`src/rtl/mem_rsp_downsizer_if.sv`:
```
// Memory response bus bundle for mem_rsp_downsizer.
// Wide side: mem_rsp_valid/data/tag in, mem_rsp_ready out.
// Narrow side: rsp_valid/data/tag/beat/last out, rsp_ready in.
// slave  : view used by the downsizer itself.
// master : view used by whatever drives the wide side and sinks the beats.
interface mem_rsp_downsizer_if #(
    parameter int unsigned SRC_DATA_WIDTH = 512,
    parameter int unsigned DST_DATA_WIDTH = 128,
    parameter int unsigned TAG_WIDTH      = 8
);
    localparam int unsigned RATIO      = SRC_DATA_WIDTH / DST_DATA_WIDTH;
    localparam int unsigned BEAT_WIDTH = (RATIO > 1) ? $clog2(RATIO) : 1;

    logic                      mem_rsp_valid;
    logic [SRC_DATA_WIDTH-1:0] mem_rsp_data;
    logic [TAG_WIDTH-1:0]      mem_rsp_tag;
    logic                      mem_rsp_ready;

    logic                      rsp_valid;
    logic [DST_DATA_WIDTH-1:0] rsp_data;
    logic [TAG_WIDTH-1:0]      rsp_tag;
    logic [BEAT_WIDTH-1:0]     rsp_beat;
    logic                      rsp_last;
    logic                      rsp_ready;

    modport slave (
        input  mem_rsp_valid, mem_rsp_data, mem_rsp_tag, rsp_ready,
        output mem_rsp_ready, rsp_valid, rsp_data, rsp_tag, rsp_beat, rsp_last
    );

    modport master (
        output mem_rsp_valid, mem_rsp_data, mem_rsp_tag, rsp_ready,
        input  mem_rsp_ready, rsp_valid, rsp_data, rsp_tag, rsp_beat, rsp_last
    );
endinterface

```
`src/rtl/mem_rsp_downsizer.sv`:
```
// Serializes one wide memory response line into RATIO narrow beats.
// Ports: clk, reset_n (async active-low), bus (mem_rsp_downsizer_if.slave):
//   wide input  mem_rsp_valid/data/tag -> mem_rsp_ready
//   beat output rsp_valid/data/tag/beat/last <- rsp_ready
// Beat 0 carries the line LSBs. All beat outputs come straight from flops;
// mem_rsp_ready is combinational from rsp_ready so a new line can be taken
// on the same cycle the last beat leaves, giving zero-bubble streaming.
module mem_rsp_downsizer #(
    parameter int unsigned SRC_DATA_WIDTH = 512,
    parameter int unsigned DST_DATA_WIDTH = 128,
    parameter int unsigned TAG_WIDTH      = 8
) (
    input  logic                 clk,
    input  logic                 reset_n,
    mem_rsp_downsizer_if.slave   bus
);
    localparam int unsigned RATIO      = SRC_DATA_WIDTH / DST_DATA_WIDTH;
    localparam int unsigned BEAT_WIDTH = (RATIO > 1) ? $clog2(RATIO) : 1;

    typedef enum logic {IDLE, SEND} state_e;

    state_e                    state_q, state_d;
    logic [SRC_DATA_WIDTH-1:0] line_q, line_d;
    logic [TAG_WIDTH-1:0]      tag_q, tag_d;
    logic [BEAT_WIDTH-1:0]     beat_q, beat_d;
    logic                      valid_q, valid_d;
    logic                      last_q, last_d;

    logic                      in_hs;
    logic                      out_hs;
    logic [BEAT_WIDTH-1:0]     beat_inc;

    // Ready when idle, or when the final beat of the current line leaves now.
    assign bus.mem_rsp_ready = reset_n & ((state_q == IDLE) | (valid_q & bus.rsp_ready & last_q));

    assign in_hs  = bus.mem_rsp_valid & bus.mem_rsp_ready;
    assign out_hs = valid_q & bus.rsp_ready;

    // Next-state: advance on beat handshake, reload on line handshake.
    always_comb begin
        state_d  = state_q;
        line_d   = line_q;
        tag_d    = tag_q;
        beat_d   = beat_q;
        valid_d  = valid_q;
        last_d   = last_q;
        beat_inc = beat_q + BEAT_WIDTH'(1);

        if (out_hs) begin
            // Line buffer shifts down so the current beat is always the LSBs.
            line_d = line_q >> DST_DATA_WIDTH;
            if (last_q) begin
                state_d = IDLE;
                valid_d = 1'b0;
                beat_d  = '0;
                last_d  = 1'b0;
            end else begin
                beat_d = beat_inc;
                last_d = (beat_inc == BEAT_WIDTH'(RATIO - 1));
            end
        end

        // A new line overrides the wrap above when both happen together.
        if (in_hs) begin
            state_d = SEND;
            line_d  = bus.mem_rsp_data;
            tag_d   = bus.mem_rsp_tag;
            beat_d  = '0;
            valid_d = 1'b1;
            last_d  = (RATIO == 1);
        end
    end

    // State and output registers.
    always_ff @(posedge clk or negedge reset_n) begin
        if (!reset_n) begin
            state_q <= IDLE;
            line_q  <= '0;
            tag_q   <= '0;
            beat_q  <= '0;
            valid_q <= 1'b0;
            last_q  <= 1'b0;
        end else begin
            state_q <= state_d;
            line_q  <= line_d;
            tag_q   <= tag_d;
            beat_q  <= beat_d;
            valid_q <= valid_d;
            last_q  <= last_d;
        end
    end

    assign bus.rsp_valid = valid_q;
    assign bus.rsp_data  = line_q[DST_DATA_WIDTH-1:0];
    assign bus.rsp_tag   = tag_q;
    assign bus.rsp_beat  = beat_q;
    assign bus.rsp_last  = last_q;
endmodule
```
`src/flat_wrapper.sv`:
```
// flat-port wrapper written by rule: the top's interface ports become plain ports
module mem_rsp_downsizer_flat 
#(
    parameter int unsigned SRC_DATA_WIDTH = 512,
    parameter int unsigned DST_DATA_WIDTH = 128,
    parameter int unsigned TAG_WIDTH      = 8
)
  (clk, reset_n, bus_mem_rsp_valid, bus_mem_rsp_data, bus_mem_rsp_tag, bus_rsp_ready, bus_mem_rsp_ready, bus_rsp_valid, bus_rsp_data, bus_rsp_tag, bus_rsp_beat, bus_rsp_last);
  mem_rsp_downsizer_if #(.SRC_DATA_WIDTH(SRC_DATA_WIDTH), .DST_DATA_WIDTH(DST_DATA_WIDTH), .TAG_WIDTH(TAG_WIDTH)) bus_i ();
  input  logic clk;
  input  logic reset_n;
  input wire logic [$bits(bus_i.mem_rsp_valid)-1:0] bus_mem_rsp_valid;
  input wire logic [$bits(bus_i.mem_rsp_data)-1:0] bus_mem_rsp_data;
  input wire logic [$bits(bus_i.mem_rsp_tag)-1:0] bus_mem_rsp_tag;
  input wire logic [$bits(bus_i.rsp_ready)-1:0] bus_rsp_ready;
  output wire logic [$bits(bus_i.mem_rsp_ready)-1:0] bus_mem_rsp_ready;
  output wire logic [$bits(bus_i.rsp_valid)-1:0] bus_rsp_valid;
  output wire logic [$bits(bus_i.rsp_data)-1:0] bus_rsp_data;
  output wire logic [$bits(bus_i.rsp_tag)-1:0] bus_rsp_tag;
  output wire logic [$bits(bus_i.rsp_beat)-1:0] bus_rsp_beat;
  output wire logic [$bits(bus_i.rsp_last)-1:0] bus_rsp_last;
  assign bus_i.mem_rsp_valid = bus_mem_rsp_valid;
  assign bus_i.mem_rsp_data = bus_mem_rsp_data;
  assign bus_i.mem_rsp_tag = bus_mem_rsp_tag;
  assign bus_i.rsp_ready = bus_rsp_ready;
  assign bus_mem_rsp_ready = bus_i.mem_rsp_ready;
  assign bus_rsp_valid = bus_i.rsp_valid;
  assign bus_rsp_data = bus_i.rsp_data;
  assign bus_rsp_tag = bus_i.rsp_tag;
  assign bus_rsp_beat = bus_i.rsp_beat;
  assign bus_rsp_last = bus_i.rsp_last;
  mem_rsp_downsizer #(.SRC_DATA_WIDTH(SRC_DATA_WIDTH), .DST_DATA_WIDTH(DST_DATA_WIDTH), .TAG_WIDTH(TAG_WIDTH)) u_core (.clk(clk), .reset_n(reset_n), .bus(bus_i));
endmodule
```
`config.mk`:
```
export PLATFORM = sky130hd
export DESIGN_NAME = mem_rsp_downsizer_flat
export DESIGN_NICKNAME = d
export VERILOG_FILES = /design/src/rtl/mem_rsp_downsizer_if.sv /design/src/rtl/mem_rsp_downsizer.sv /design/src/flat_wrapper.sv
export SDC_FILE = /design/constraint.sdc
export NUM_CORES = 1
export LEC_CHECK = 0
export BUFFER_PORTS_ARGS = -buffer_cell sky130_fd_sc_hd__buf_2
export CORE_MARGIN = 5
export CORE_UTILIZATION = 40
export CTS_CLUSTER_DIAMETER = 50
export CTS_CLUSTER_SIZE = 40
export DETAILED_ROUTE_END_ITERATION = 8
export PLACE_DENSITY = 0.65
export SLEW_MARGIN = 20
export SYNTH_ARGS = -nofsm -noshare
export SYNTH_HDL_FRONTEND = slang
export SYNTH_SLANG_ARGS = --single-unit
export TNS_END_PERCENT = 20
```
`constraint.sdc`:
```
create_clock -name clk -period 1.74 [get_ports clk]
set_input_delay 0.174 -clock clk [delete_from_list [all_inputs] [get_ports clk]]
set_output_delay 0.174 -clock clk [all_outputs]
set_load 0.01 [all_outputs]
```
==> out/results.txt <==
Clk Latency, worst-skew pair: 0.63 ns
Die W: 271 um
buffers added on ports: 664
internal power: 0.0407 W
placed cell area: 31000 um^2
switching share of power: 30.8%
syn_area_per_cell: 14.0 um^2
Ports: 665
CTS Buf Count: 61
kind of start point of the critical path: flop
worst path arrival time: 2.28 ns
Overflow after GRT: 0
crit-path max cell delay: 0.46 ns
combinational share of power: 42.0%
DR WL/cell: 21.8 um
failing checks: negative setup slack
most frequent cells in the layout: buf_2, dfrtp_1, dlygate4sd3_1, mux2_4, mux2_2
Max Root-Sink Buffers: 3
HP Class: in2reg
Post-Syn Nets: 2467
FMAX: 559 MHz
status: complete, but fails checks
synth warn: 0
CP Buf/Inv Count: 3
switching power: 0.0182 W
Mapped Cells: 1942
final design utilization: 60.0%
power per cell area: 1460 nW/um^2
Least-Margin Pin Slew: 0.771 ns
MaxCap Viol Count: 0
Post-route DRC: 0
Rel. slew slack: 48.6%
vias in the first global route: 22.0k
DP Wirelength: 52400 um
fin nets: 3636
Max VDD drop: 1080 uV
commonest non-fill, non-tap cell in the layout: buf_2
routability cong.: 0.836
Max FO, Critical Path: 7
Initial Utilization: 40.5%
minimum clock period: 1.79 ns
crit end category: flop
initial DRC count: 913
Final setup viols: 194
layout cells sized above 1: 48.4%
via count: 19.8k
Crit path required time: 2.23 ns
initial antenna violation count: 13
area delta synth->final: 48.3%
Global Route Usage Sum: 21.0%
Crit path top cell by count: clkbuf_16
htree depth: 2
sequential share of power: 35.0%
Die H: 271 um
Clock transition at path regs: 0.07 ns
Routed Antenna Nets: 0
die area: 73400 um^2
Crit Path Category: reg2reg
skew final: 0.0271 ns
largest net degree at the start of global routing: 126
clk sinks: 524
vias per cell: 4.89
CP Cell Sequence: nand2_8, buf_4, clkbuf_16, clkbuf_16, mux2_2, mux2_4
Static Leak: 21.8 nW
Cell variety after synth: 21
total wire length: 88400 um
slowest stage cell, crit path: dfrtp_2
core footprint: 67300 um^2
site row count: 95
Critical Path Stages: 6
CTS tree: done
R2R cell count: 6
final slew viol count: 0
first-pass GRT wire length: 124000 um
mapped cell area: 27200 um^2
sequential area share after synthesis: 48.2%
post-layout instance area: 40400 um^2
CTS Root Cell: clkbuf_16
Top delay family on crit path: multiplexers
Synth Register Bits: 524
Pre-antenna DRT Iters: 5
unrepaired setup endpoints after global routing: yes
Final Hold Fails: 0
final worst setup slack: -0.0481 ns
Final period util: 103%
Hold Path Stages: 4
Clock Power Share: 22.9%
## metal layers
metal,part of all wire (%),vias to the layer above,global-route usage (%),wire (um)
met5,0,-,0,0
met4,5.1,0,10.4,4520
met3,4.7,298,4.16,4170
met2,53,675,38.0,46800
met1,37,9939,23.4,32900
li1,-,8916,-,-
## final timing paths
path | start | endpoint | slack (ns)
setup / recovery | u_core.bus.rsp_valid | u_core.line_q[367] | -0.05
hold / removal | bus_mem_rsp_valid | u_core.bus.rsp_last | 0.22
setup reg to reg | u_core.bus.rsp_valid | u_core.line_q[367] | -0.05
hold reg to reg | u_core.bus.rsp_tag[5] | u_core.bus.rsp_tag[5] | 0.51
max in group asynchronous | reset_n | u_core.line_q[74] | 0.42
min in group asynchronous | reset_n | u_core.line_q[135] | 0.27
## kinds of logic (layout without fill, tap and decap cells)
logic type | after synthesis | after routing | share of synthesized area (%)
compound gates | 4 | 4 | 0.124
fa+ha+maj | 1 | 1 | 0.0460
buf+inv | 372 | 1593 | 8.38
flops | 524 | 524 | 48.2
mux | 904 | 904 | 41.4
other cells | 0 | 15 | 0
simple gates | 137 | 137 | 1.92
## registers in the layout, summed over array words and instances, names as in the netlist
name,flops
u_core.bus.rsp_tag,8
u_core.line_q,512
u_core.bus.rsp_last,1
u_core.bus.rsp_beat,2
u_core.bus.rsp_valid,1
## cell type report
cell class                 count  area, um^2
timing repair buffer        1349       11400
clock inverter                41         495
sequential                   524       13100
fill                        4843       26900
inverter                     129         484
antenna                       15        37.5
tap                          873        1090
multi-input combinational   1046       12100
clock buffer                  74        1660
## power groups by stage
stage | clock [W] | combinational (W) | sequential (W)
after floorplan | 0 | 0.0176 | 0.0193
after global placement | 0 | 0.0200 | 0.0203
after detailed placement | 0 | 0.0207 | 0.0205
after CTS | 0.0138 | 0.0219 | 0.0203
after global routing | 0.0143 | 0.0263 | 0.0211
final | 0.0135 | 0.0248 | 0.0206
## through the flow
step / instances / hold slack (ns) / setup slack [ns] / power [W] / setup TNS, ns
final: 4051 / 0.219 / -0.0481 / 0.0589 / -3.73
after floorplan: 1942 / -0.122 / 0.0419 / 0.0368 / 0
after CTS: 3961 / 0.172 / -0.0841 / 0.0560 / -13.93
after detailed placement: 3324 / 0.178 / -0.0946 / 0.0412 / -9.85
after global routing: 4050 / 0.214 / -0.114 / 0.0617 / -24.04
after global placement: 3324 / 0.180 / -0.0640 / 0.0403 / -2.85
## synthesized netlist by cell type (all sizes together)
cell,number,share of area (%)
a21bo,1,0.037
a31o,1,0.032
and2,1,0.023
and3,1,0.023
buf,238,6.5
clkbuf,5,0.069
dfrtp,524,48
ha,1,0.046
inv,129,1.8
mux2,776,37
mux2i,128,4.7
nand2,132,1.8
nand3,2,0.037
nor3,1,0.018
o22ai,1,0.023
o32ai,1,0.032
## worst reg2reg max path, delay by kind of cell (launching register included)
family / cells / cell delay [ns]
DFF: 1 / 0.46
and+or+nand+nor: 1 / 0.12
buffers and inverters: 3 / 0.50
muxes: 2 / 0.59
## repair_timing
item / CTS / global route
endpoints found under the setup margin: 343 / 411
resized for setup: 21 / 126
gates cloned: 0 / 45
hold buffers: 522 / 0
endpoints found under the hold margin: 848 / 0
pin swaps: 0 / 2
setup buffers: 0 / 31
Note: power is estimated with default switching activity, not from simulation.
